--- config.mk ---
export PLATFORM = sky130hd
export DESIGN_NAME = ps2_key_buffer
export DESIGN_NICKNAME = d
export VERILOG_FILES = /design/src/rtl/ps2_key_buffer_pkg.sv /design/src/rtl/ps2_key_buffer_fifo.sv /design/src/rtl/ps2_key_buffer.sv
export SDC_FILE = /design/constraint.sdc
export NUM_CORES = 1
export LEC_CHECK = 0
export ABC_AREA = 1
export CAP_MARGIN = 25
export CORE_ASPECT_RATIO = 1.4
export CORE_MARGIN = 1.5
export CORE_UTILIZATION = 45
export CTS_CLUSTER_SIZE = 25
export DETAILED_ROUTE_END_ITERATION = 10
export MAX_ROUTING_LAYER = met4
export PLACE_DENSITY = 0.66
export SLEW_MARGIN = 40
export SYNTH_ARGS = -nofsm -noshare
export SYNTH_HDL_FRONTEND = slang
export SYNTH_HIERARCHICAL = 1
export SYNTH_SLANG_ARGS = --single-unit
--- constraint.sdc ---
create_clock -name clock -period 7.2 [get_ports clock]
set_input_delay 1.44 -clock clock [delete_from_list [all_inputs] [get_ports clock]]
set_output_delay 1.44 -clock clock [all_outputs]
set_load 0.005 [all_outputs]
--- src/rtl/ps2_key_buffer_pkg.sv ---
// Shared definitions for the PS/2 keyboard receive path: receiver states and
// the fixed frame layout (start, 8 data bits LSB first, odd parity, stop).
package ps2_key_buffer_pkg;

    typedef enum logic [1:0] {
        IDLE   = 2'd0,
        DATA   = 2'd1,
        PARITY = 2'd2,
        STOP   = 2'd3
    } ps2_rx_state_t;

    localparam logic PS2_START     = 1'b0;
    localparam logic PS2_STOP      = 1'b1;
    localparam int   PS2_DATA_BITS = 8;

endpackage

--- src/rtl/ps2_key_buffer_fifo.sv ---
// Small circular byte queue between the PS/2 receiver and the processor.
// A push into a full queue is dropped (with a one-cycle overflow pulse) unless
// a pop happens in the same cycle, in which case both take effect.
module ps2_fifo #(
    parameter int DEPTH = 8
) (
    input  logic                     clock,
    input  logic                     reset,
    input  logic                     push,
    input  logic                     pop,
    input  logic [7:0]               din,
    output logic [7:0]               dout,
    output logic [$clog2(DEPTH):0]   count,
    output logic                     empty,
    output logic                     overflow
);
    localparam int AW = $clog2(DEPTH);
    localparam int CW = AW + 1;

    logic [7:0]    mem [DEPTH];
    logic [AW-1:0] wr_ptr;
    logic [AW-1:0] rd_ptr;
    logic          full;
    logic          do_pop;
    logic          do_push;

    assign empty   = (count == '0);
    assign full    = (count == CW'(DEPTH));
    assign do_pop  = pop && !empty;
    // A pop in the same cycle frees the slot the push needs, even when full.
    assign do_push = push && (!full || do_pop);

    // Head byte straight from storage; stale storage is masked while empty.
    assign dout = empty ? 8'h00 : mem[rd_ptr];

    // Storage array: written only on accepted pushes, contents hidden when empty.
    always_ff @(posedge clock) begin
        if (do_push) begin
            mem[wr_ptr] <= din;
        end
    end

    // Pointers, occupancy and the overflow pulse.
    always_ff @(posedge clock) begin
        if (reset) begin
            wr_ptr   <= '0;
            rd_ptr   <= '0;
            count    <= '0;
            overflow <= 1'b0;
        end else begin
            if (do_push) begin
                wr_ptr <= wr_ptr + AW'(1);
            end
            if (do_pop) begin
                rd_ptr <= rd_ptr + AW'(1);
            end
            if (do_push && !do_pop) begin
                count <= count + CW'(1);
            end else if (do_pop && !do_push) begin
                count <= count - CW'(1);
            end
            overflow <= push && full && !do_pop;
        end
    end

endmodule

--- src/rtl/ps2_key_buffer.sv ---
// PS/2 keyboard receiver: synchronizes the raw pins, deserializes frames on
// falling PS/2 clock edges, validates start/parity/stop, aborts stalled frames
// and queues good scan-code bytes for the processor.
module ps2_key_buffer
    import ps2_key_buffer_pkg::*;
#(
    parameter int FIFO_DEPTH     = 8,
    parameter int TIMEOUT_CYCLES = 10000
) (
    input  logic                          clock,
    input  logic                          reset,
    input  logic                          ps2_clk_in,
    input  logic                          ps2_data_in,
    input  logic                          key_ack,
    output logic                          ps2_key_pressed,
    output logic [7:0]                    ps2_out,
    output logic [$clog2(FIFO_DEPTH):0]   fifo_count,
    output logic                          parity_error,
    output logic                          frame_error,
    output logic                          overflow
);
    localparam int TMR_W = $clog2(TIMEOUT_CYCLES + 1);

    logic             clk_sync_p0, clk_sync_p1, clk_prev_p2;
    logic             data_sync_p0, data_sync_p1;
    logic             fall;
    logic             bit_in;

    ps2_rx_state_t    state, state_n;
    logic [2:0]       bit_cnt, bit_cnt_n;
    logic [7:0]       shreg, shreg_n;
    logic             parity_bit, parity_bit_n;
    logic [TMR_W-1:0] tmr;
    logic             timeout;
    logic             push;
    logic             perr_n, ferr_n;
    logic             fifo_empty;

    // ---- stage p0/p1: two-flop synchronizers; p2: previous clock level ----
    // Reset to the idle line level so leaving reset never fakes a falling edge.
    always_ff @(posedge clock) begin
        if (reset) begin
            clk_sync_p0  <= 1'b1;
            clk_sync_p1  <= 1'b1;
            clk_prev_p2  <= 1'b1;
            data_sync_p0 <= 1'b1;
            data_sync_p1 <= 1'b1;
        end else begin
            clk_sync_p0  <= ps2_clk_in;
            clk_sync_p1  <= clk_sync_p0;
            clk_prev_p2  <= clk_sync_p1;
            data_sync_p0 <= ps2_data_in;
            data_sync_p1 <= data_sync_p0;
        end
    end

    // Data travels through the same depth as the clock, so it lines up with fall.
    assign fall    = clk_prev_p2 && !clk_sync_p1;
    assign bit_in  = data_sync_p1;
    assign timeout = (state != IDLE) && (tmr == TMR_W'(TIMEOUT_CYCLES));

    // Receiver next-state: advances only on fall; a stalled frame is abandoned.
    always_comb begin
        state_n      = state;
        bit_cnt_n    = bit_cnt;
        shreg_n      = shreg;
        parity_bit_n = parity_bit;
        push         = 1'b0;
        perr_n       = 1'b0;
        ferr_n       = 1'b0;
        if (timeout) begin
            state_n = IDLE;
            ferr_n  = 1'b1;
        end else if (fall) begin
            case (state)
                IDLE: begin
                    if (bit_in == PS2_START) begin
                        state_n   = DATA;
                        bit_cnt_n = 3'd0;
                    end
                end
                DATA: begin
                    shreg_n   = {bit_in, shreg[7:1]};
                    bit_cnt_n = bit_cnt + 3'd1;
                    if (bit_cnt == 3'(PS2_DATA_BITS - 1)) begin
                        state_n = PARITY;
                    end
                end
                PARITY: begin
                    parity_bit_n = bit_in;
                    state_n      = STOP;
                end
                STOP: begin
                    state_n = IDLE;
                    // A bad stop bit outranks a parity mismatch.
                    if (bit_in == PS2_STOP) begin
                        if ((^shreg) ^ parity_bit) begin
                            push = 1'b1;
                        end else begin
                            perr_n = 1'b1;
                        end
                    end else begin
                        ferr_n = 1'b1;
                    end
                end
                default: state_n = IDLE;
            endcase
        end
    end

    // ---- stage: receiver state, shift register and registered error pulses ----
    always_ff @(posedge clock) begin
        if (reset) begin
            state        <= IDLE;
            bit_cnt      <= 3'd0;
            shreg        <= 8'h00;
            parity_bit   <= 1'b0;
            parity_error <= 1'b0;
            frame_error  <= 1'b0;
        end else begin
            state        <= state_n;
            bit_cnt      <= bit_cnt_n;
            shreg        <= shreg_n;
            parity_bit   <= parity_bit_n;
            parity_error <= perr_n;
            frame_error  <= ferr_n;
        end
    end

    // Inter-edge watchdog: restarts on each fall, idles at zero outside a frame.
    always_ff @(posedge clock) begin
        if (reset) begin
            tmr <= '0;
        end else if (fall || timeout || state == IDLE) begin
            tmr <= '0;
        end else begin
            tmr <= tmr + TMR_W'(1);
        end
    end

    ps2_fifo #(
        .DEPTH (FIFO_DEPTH)
    ) u_fifo (
        .clock    (clock),
        .reset    (reset),
        .push     (push),
        .pop      (key_ack),
        .din      (shreg),
        .dout     (ps2_out),
        .count    (fifo_count),
        .empty    (fifo_empty),
        .overflow (overflow)
    );

    assign ps2_key_pressed = !fifo_empty;

endmodule

## After elaboration in Yosys (flattened, before gate mapping)

Memory sizes are Yosys's and may differ from the RTL's. A register that Yosys moved wholly into a read port is not among the register bits.
Cells that the tools add are included.

| storage, ports and cells | value |
|---|---|
| flip-flop bits (word level) | 46 |
| RAM bits | 64 |
| bits of input ports | 5 |
| memories | 1 |

| cells by class | value |
|---|---|
| $add $sub $neg | 6 |
| eq/ne operators | 8 |
| mux-type cells | 22 |
| bitwise operators | 5 |
| reduce and logical (&&, ||, !) cells | 29 |

Memory list:

| memory | words | bits a word | rd ports | clocked after memory_dff | wr ports | line | source |
|---|---|---|---|---|---|---|---|
| u_fifo.mem | 8 | 8 | 1 | 1 | 1 | ps2_key_buffer_fifo.sv:20 | `logic [7:0] mem [DEPTH];` |

Operator list:

| cell | number |
|---|---|
| adder 14 x 1 -> 14 bit, second input constant | 1 |
| equality test 14 bit, second input constant | 1 |
| two-way mux 1 bit | 12 |
| adder 3 x 1 -> 3 bit, second input constant | 3 |
| two-way mux 3 bit | 3 |
| AND reduction 3 bit | 3 |
| logical AND 1 bit | 8 |
| two-way mux 4 bit | 2 |
| two-way mux 8 bit | 1 |
| case mux 2 bit (4 select lines) | 1 |
| XOR reduction 8 bit | 1 |
| case mux 3 bit (2 select lines) | 1 |
| nonzero test 2 bit | 3 |
| zero test 1 bit | 5 |
| OR reduction 5 bit | 1 |
| adder 4 x 1 -> 4 bit, second input constant | 1 |
| equality test 2 bit, second input constant | 2 |
| equality test 4 bit, second input constant | 1 |
| zero test 4 bit | 1 |
| two-way mux 2 bit | 2 |
| != test 2 bit, second input constant | 2 |
| inverter 1 bit | 4 |
| AND reduction 4 bit | 1 |
| OR reduction 2 bit | 2 |
| other kinds (6) | 8 |

## Depth between registers and ports, before layout

| depth | value |
|---|---|
| depth in word-level cells | 12 |
| gate-level depth with buffers | 21 |
| depth with buffers taken out | 21 |

## Hierarchy

Netlist, hierarchy kept.

By module, submodules not included:

| module | times used | cells each | area an instance (um^2) |
|---|---|---|---|
| ps2_fifo | 1 | 363 | 3498.4 |
| ps2_key_buffer | 1 | 275 | 1844.3 |

## Worst setup path after synthesis

OpenSTA, ideal clock, no wires.

| path | value |
|---|---|
| path type | input port to flip-flop |
| from | in key_ack |
| to | reg u_fifo.count[3] |
| library setup time | 0.109 ns |
| data arrival time | 2.858 ns |
| required time | 7.091 ns |
| setup slack | 4.233 ns |
| stages | 12 |
| path buffers | 0 |
| path through | nor2_2 > nand3_4 > nand2_2 > inv_1 > ha_1 > inv_1 > ha_1 > or2_2 > nand3_1 > nand3_1 > nand2_1 > inv_1 |

| on the way | value |
|---|---|
| word-level cells in the longest chain between the ends | 6 |
| elaborated cells between the ends (all ways) | 9 |

Ends and longest elaborated chain:

| element | line | source |
|---|---|---|
| start, declared | ps2_key_buffer.sv:14 | `input logic key_ack,` |
| logical AND 1 bit * | ps2_key_buffer_fifo.sv:29 | `assign do_pop = pop && !empty;` |
| logical OR 1 bit * | ps2_key_buffer_fifo.sv:31 | `assign do_push = push && (!full \|\| do_pop);` |
| logical AND 1 bit * | ps2_key_buffer_fifo.sv:31 |  |
| named net u_fifo.do_push | ps2_key_buffer_fifo.sv:25 | `logic do_push;` |
| zero test 1 bit | ps2_key_buffer_fifo.sv:59 | `end else if (do_pop && !do_push) begin` |
| logical AND 1 bit | ps2_key_buffer_fifo.sv:59 |  |
| nonzero test 2 bit (no source line) | -- |  |
| end signal, assigned | ps2_key_buffer_fifo.sv:58 | `count <= count + CW'(1);` |
| end signal, assigned | ps2_key_buffer_fifo.sv:60 | `count <= count - CW'(1);` |
| end, declared | ps2_key_buffer_fifo.sv:13 | `output logic [$clog2(DEPTH):0] count,` |

Mark *: on every way through the listed nets, which the timed path passes. The rest lies on a longest branch.
A chain may end at the register's enable or synchronous reset.

==> flow_summary.yaml <==
placement:
  gp_congestion: 0.8751
  port_buffers: 20
  pre_cts_slack_ns: 3.488
  dp_cells: 786
  post_dp_cell_area_sq_um: 5609
  dp_hpwl_um: 7119
timing:
  hold_slack_ns: 0.4051
  finalMaxSlewViolations: 0
  slew-limit-headroom_pct: 44.14
  tightest_slew_ns: 0.8348
  min_period_over_period_pct: 53.39
  rsz0062_at_grt: "no"
  fin_crit_ns: 3.844
  hold_violations: 0
  finClkSkew_ns: 0.01050
  finalSetupViolations: 0
  max_freq_mhz: 260.2
  fin_tns_setup_ns: 0
  worst_slack_ns: 3.356
clock_tree:
  clk_latency_ns: 0.40
  clock_tree.buffer_depth: 2
  cts_tree: "built"
  h-tree-depth: 4
  post_cts_resized: 0
  cts-buffers-inserted: 17
  clkSinkCount: 113
  clk_pin_slew_ns: 0.05
  post_cts_buffers: 0
  clock-root-buffer: "clkbuf_16"
  hold_buffers: 0
floorplan:
  ios: 21
  dieArea_sq_um: 12540
  core_area_sq_um: 11450
  die_height_um: 131.9
  die_x_um: 95.09
  initial_core_util_pct: 46.65
  rows: 46
synth:
  ys_warn_count: 6
  netlist_instances: 638
  synth_xor_area_share_pct: 1.148
  muxShareOfSynthArea_pct: 0
  synth_top_family_by_area: "simple AND/OR/NAND/NOR gates"
  synth-seq-area-share_pct: 54.33
  synth_compound_area_share_pct: 2.436
  synth_fa_ha_area_share_pct: 3.419
  synth_nets: 657
  synthSimpleGateAreaFrac_pct: 29.95
  netlist_area_sq_um: 5343
  synth_cell_types: 32
  yosys_register_bits: 113
  async_reset_ff_share_pct: 0
  synthFlopType: "edfxtp_1"
  synth-edff-count: 64
  syn-mean-instance-area_sq_um: 8.374
critical_path:
  start_kind: "flip-flop"
  crit_path_max_fanout: 33
  critical_path_class: "reg2out"
  worst_ep_arrival_time_ns: 2.40
  critPathCaptureType: "primary output"
  reg2reg_from: "shreg[7]$_SDFFE_PP0P_"
  critPathRequiredTime_ns: 5.76
grt:
  gr-total-overflow: 0
  grtUsageMet3_pct: 5.421
  grt.met1_usage_pct: 20.39
  grt_usage_pct: 19.21
  met2_usage_pct: 32.23
  grt_pass1_wl_um: 17710
  grt_antenna_before_repair: 0
  grt_pass1_vias: 3834
  grt-busiest-layer: "met2"
  grt_max_degree: 34
layout:
  drive_gt1_share_pct: 8.605
  n_antenna_cell: 0
  final_cells: 818
  syn_to_final_growth_pct: 16.30
  nNetsFinal: 680
  final_cell_area_sq_um: 6213
detailed_routing:
  via_per_inst: 4.826
  drc: 0
  postRouteAntennaNets: 0
  vias: 3948
  wl_um: 10520
  drtIter0Drc: 140
  wire_per_inst_um: 12.87
  dr.pass1.iters: 5
flow_run:
  cap_violations: 0
power:
  power.density_nw_per_um2: 302.6
  p_leak_nw: 2.849
  max-vdd-ir-drop_mv: 0.2049
worst_hold_path:
  holdCritStartpoint: "clk_sync_p0$_SDFF_PP1_"
  min_path_type: "reg2reg"
outcome:
  status: "finished, final reports clean"
sequential cells by signal, indices dropped and copies added (netlist names), named ones only:
name,cells
u_fifo/mem,64
tmr,14
shreg,8
u_fifo/count,4
bit_cnt,3
u_fifo/rd_ptr,3
u_fifo/wr_ptr,3
state,2
bit_in,1
clk_prev_p2,1
clk_sync_p0,1
clk_sync_p1,1
data_sync_p0,1
frame_error,1
parity_bit,1
parity_error,1
u_fifo/overflow,1
report_power, final:
part | total, mW | switching, mW | internal (mW)
sequential | 0.729 | 0.0322 | 0.697
clock | 0.848 | 0.274 | 0.574
combinational | 0.303 | 0.184 | 0.119
total | 1.88 | 0.490 | 1.39
area by class of cell:
type	count	area [sq um]
Clock buffer	20	436.7
Clock inverter	12	165.2
Fill cell	1034	5240
Inverter	91	344.1
Multi-Input combinational cell	417	1977
Sequential cell	113	2903
Tap cell	144	180.2
Timing Repair Buffer	21	207.7
metrics by stage:
step                util [%]  power (mW)
global placement       48.97       1.041
global route           54.25       1.972
detailed placement     48.97       1.049
finish                 54.25       1.880
floorplan                  -      0.9696
CTS                    54.23       1.904
synthesized netlist by cell type, types with 3 or more instances:
library cell,n,area (sq um)
nor2_4,3,33.78
inv_1,88,330.3
buf_4,6,45.04
or2_2,7,43.79
buf_2,4,20.02
nand2_1,205,769.5
ha_1,13,162.7
a21oi_1,17,85.08
dfxtp_1,49,980.9
nor2_1,78,292.8
edfxtp_1,64,1922
nor3_1,7,35.03
nand3_1,48,240.2
nand4_1,5,31.28
clkbuf_1,3,11.26
buf_6,4,45.04
xor2_1,7,61.31
nor2_2,8,50.05
o21ai_0,6,30.03
worst max-delay path, stage by stage (launching register included):
cell	delay [ns]
dfxtp_1	0.30
buf_4	0.24
inv_4	0.31
nand2_1	0.08
nand2_1	0.07
nand2_1	0.05
nand2_1	0.13
nor2_1	0.06
nor2_1	0.20
clkdlybuf4s50_1	0.53
path summary, 6_finish.rpt:
path	end	slack (ns)	cells past startpoint
worst min-delay path	clk_sync_p1$_SDFF_PP1_	0.41	1
worst min register to register	clk_sync_p1$_SDFF_PP1_	0.41	1
worst max-delay path	ps2_out[2]	3.36	9
worst max register to register	u_fifo/count[3]$_SDFFE_PP0P_	4.21	18
cell usage in the layout (no fill, tap or decap), types with 9 or more instances in the layout:
master	instances
nand3_1	48
dfxtp_1	49
ha_1	13
inv_1	88
clkbuf_16	17
nor2_2	9
clkdlybuf4s50_1	20
a21oi_1	17
edfxtp_1	64
nand2_1	205
nor2_1	77
cells by family after synthesis:
| kind of cell | Yosys count |
|---|---|
| AND/OR/NAND/NOR | 371 |
| adder cells (fa/ha/maj) | 14 |
| XOR/XNOR | 7 |
| flip-flops | 113 |
| AO/OA/AOI/OAI | 25 |
| buffers and inverters | 108 |
routing by layer:
| metal | up-vias | wire length (um) |
|---|---|---|
| met5 | - | 0 |
| li1 | 2045 | - |
| met1 | 1823 | 4335 |
| met2 | 70 | 5719 |
| met3 | 10 | 322 |
| met4 | 0 | 146 |
Note: power is estimated with default switching activity, not from simulation.
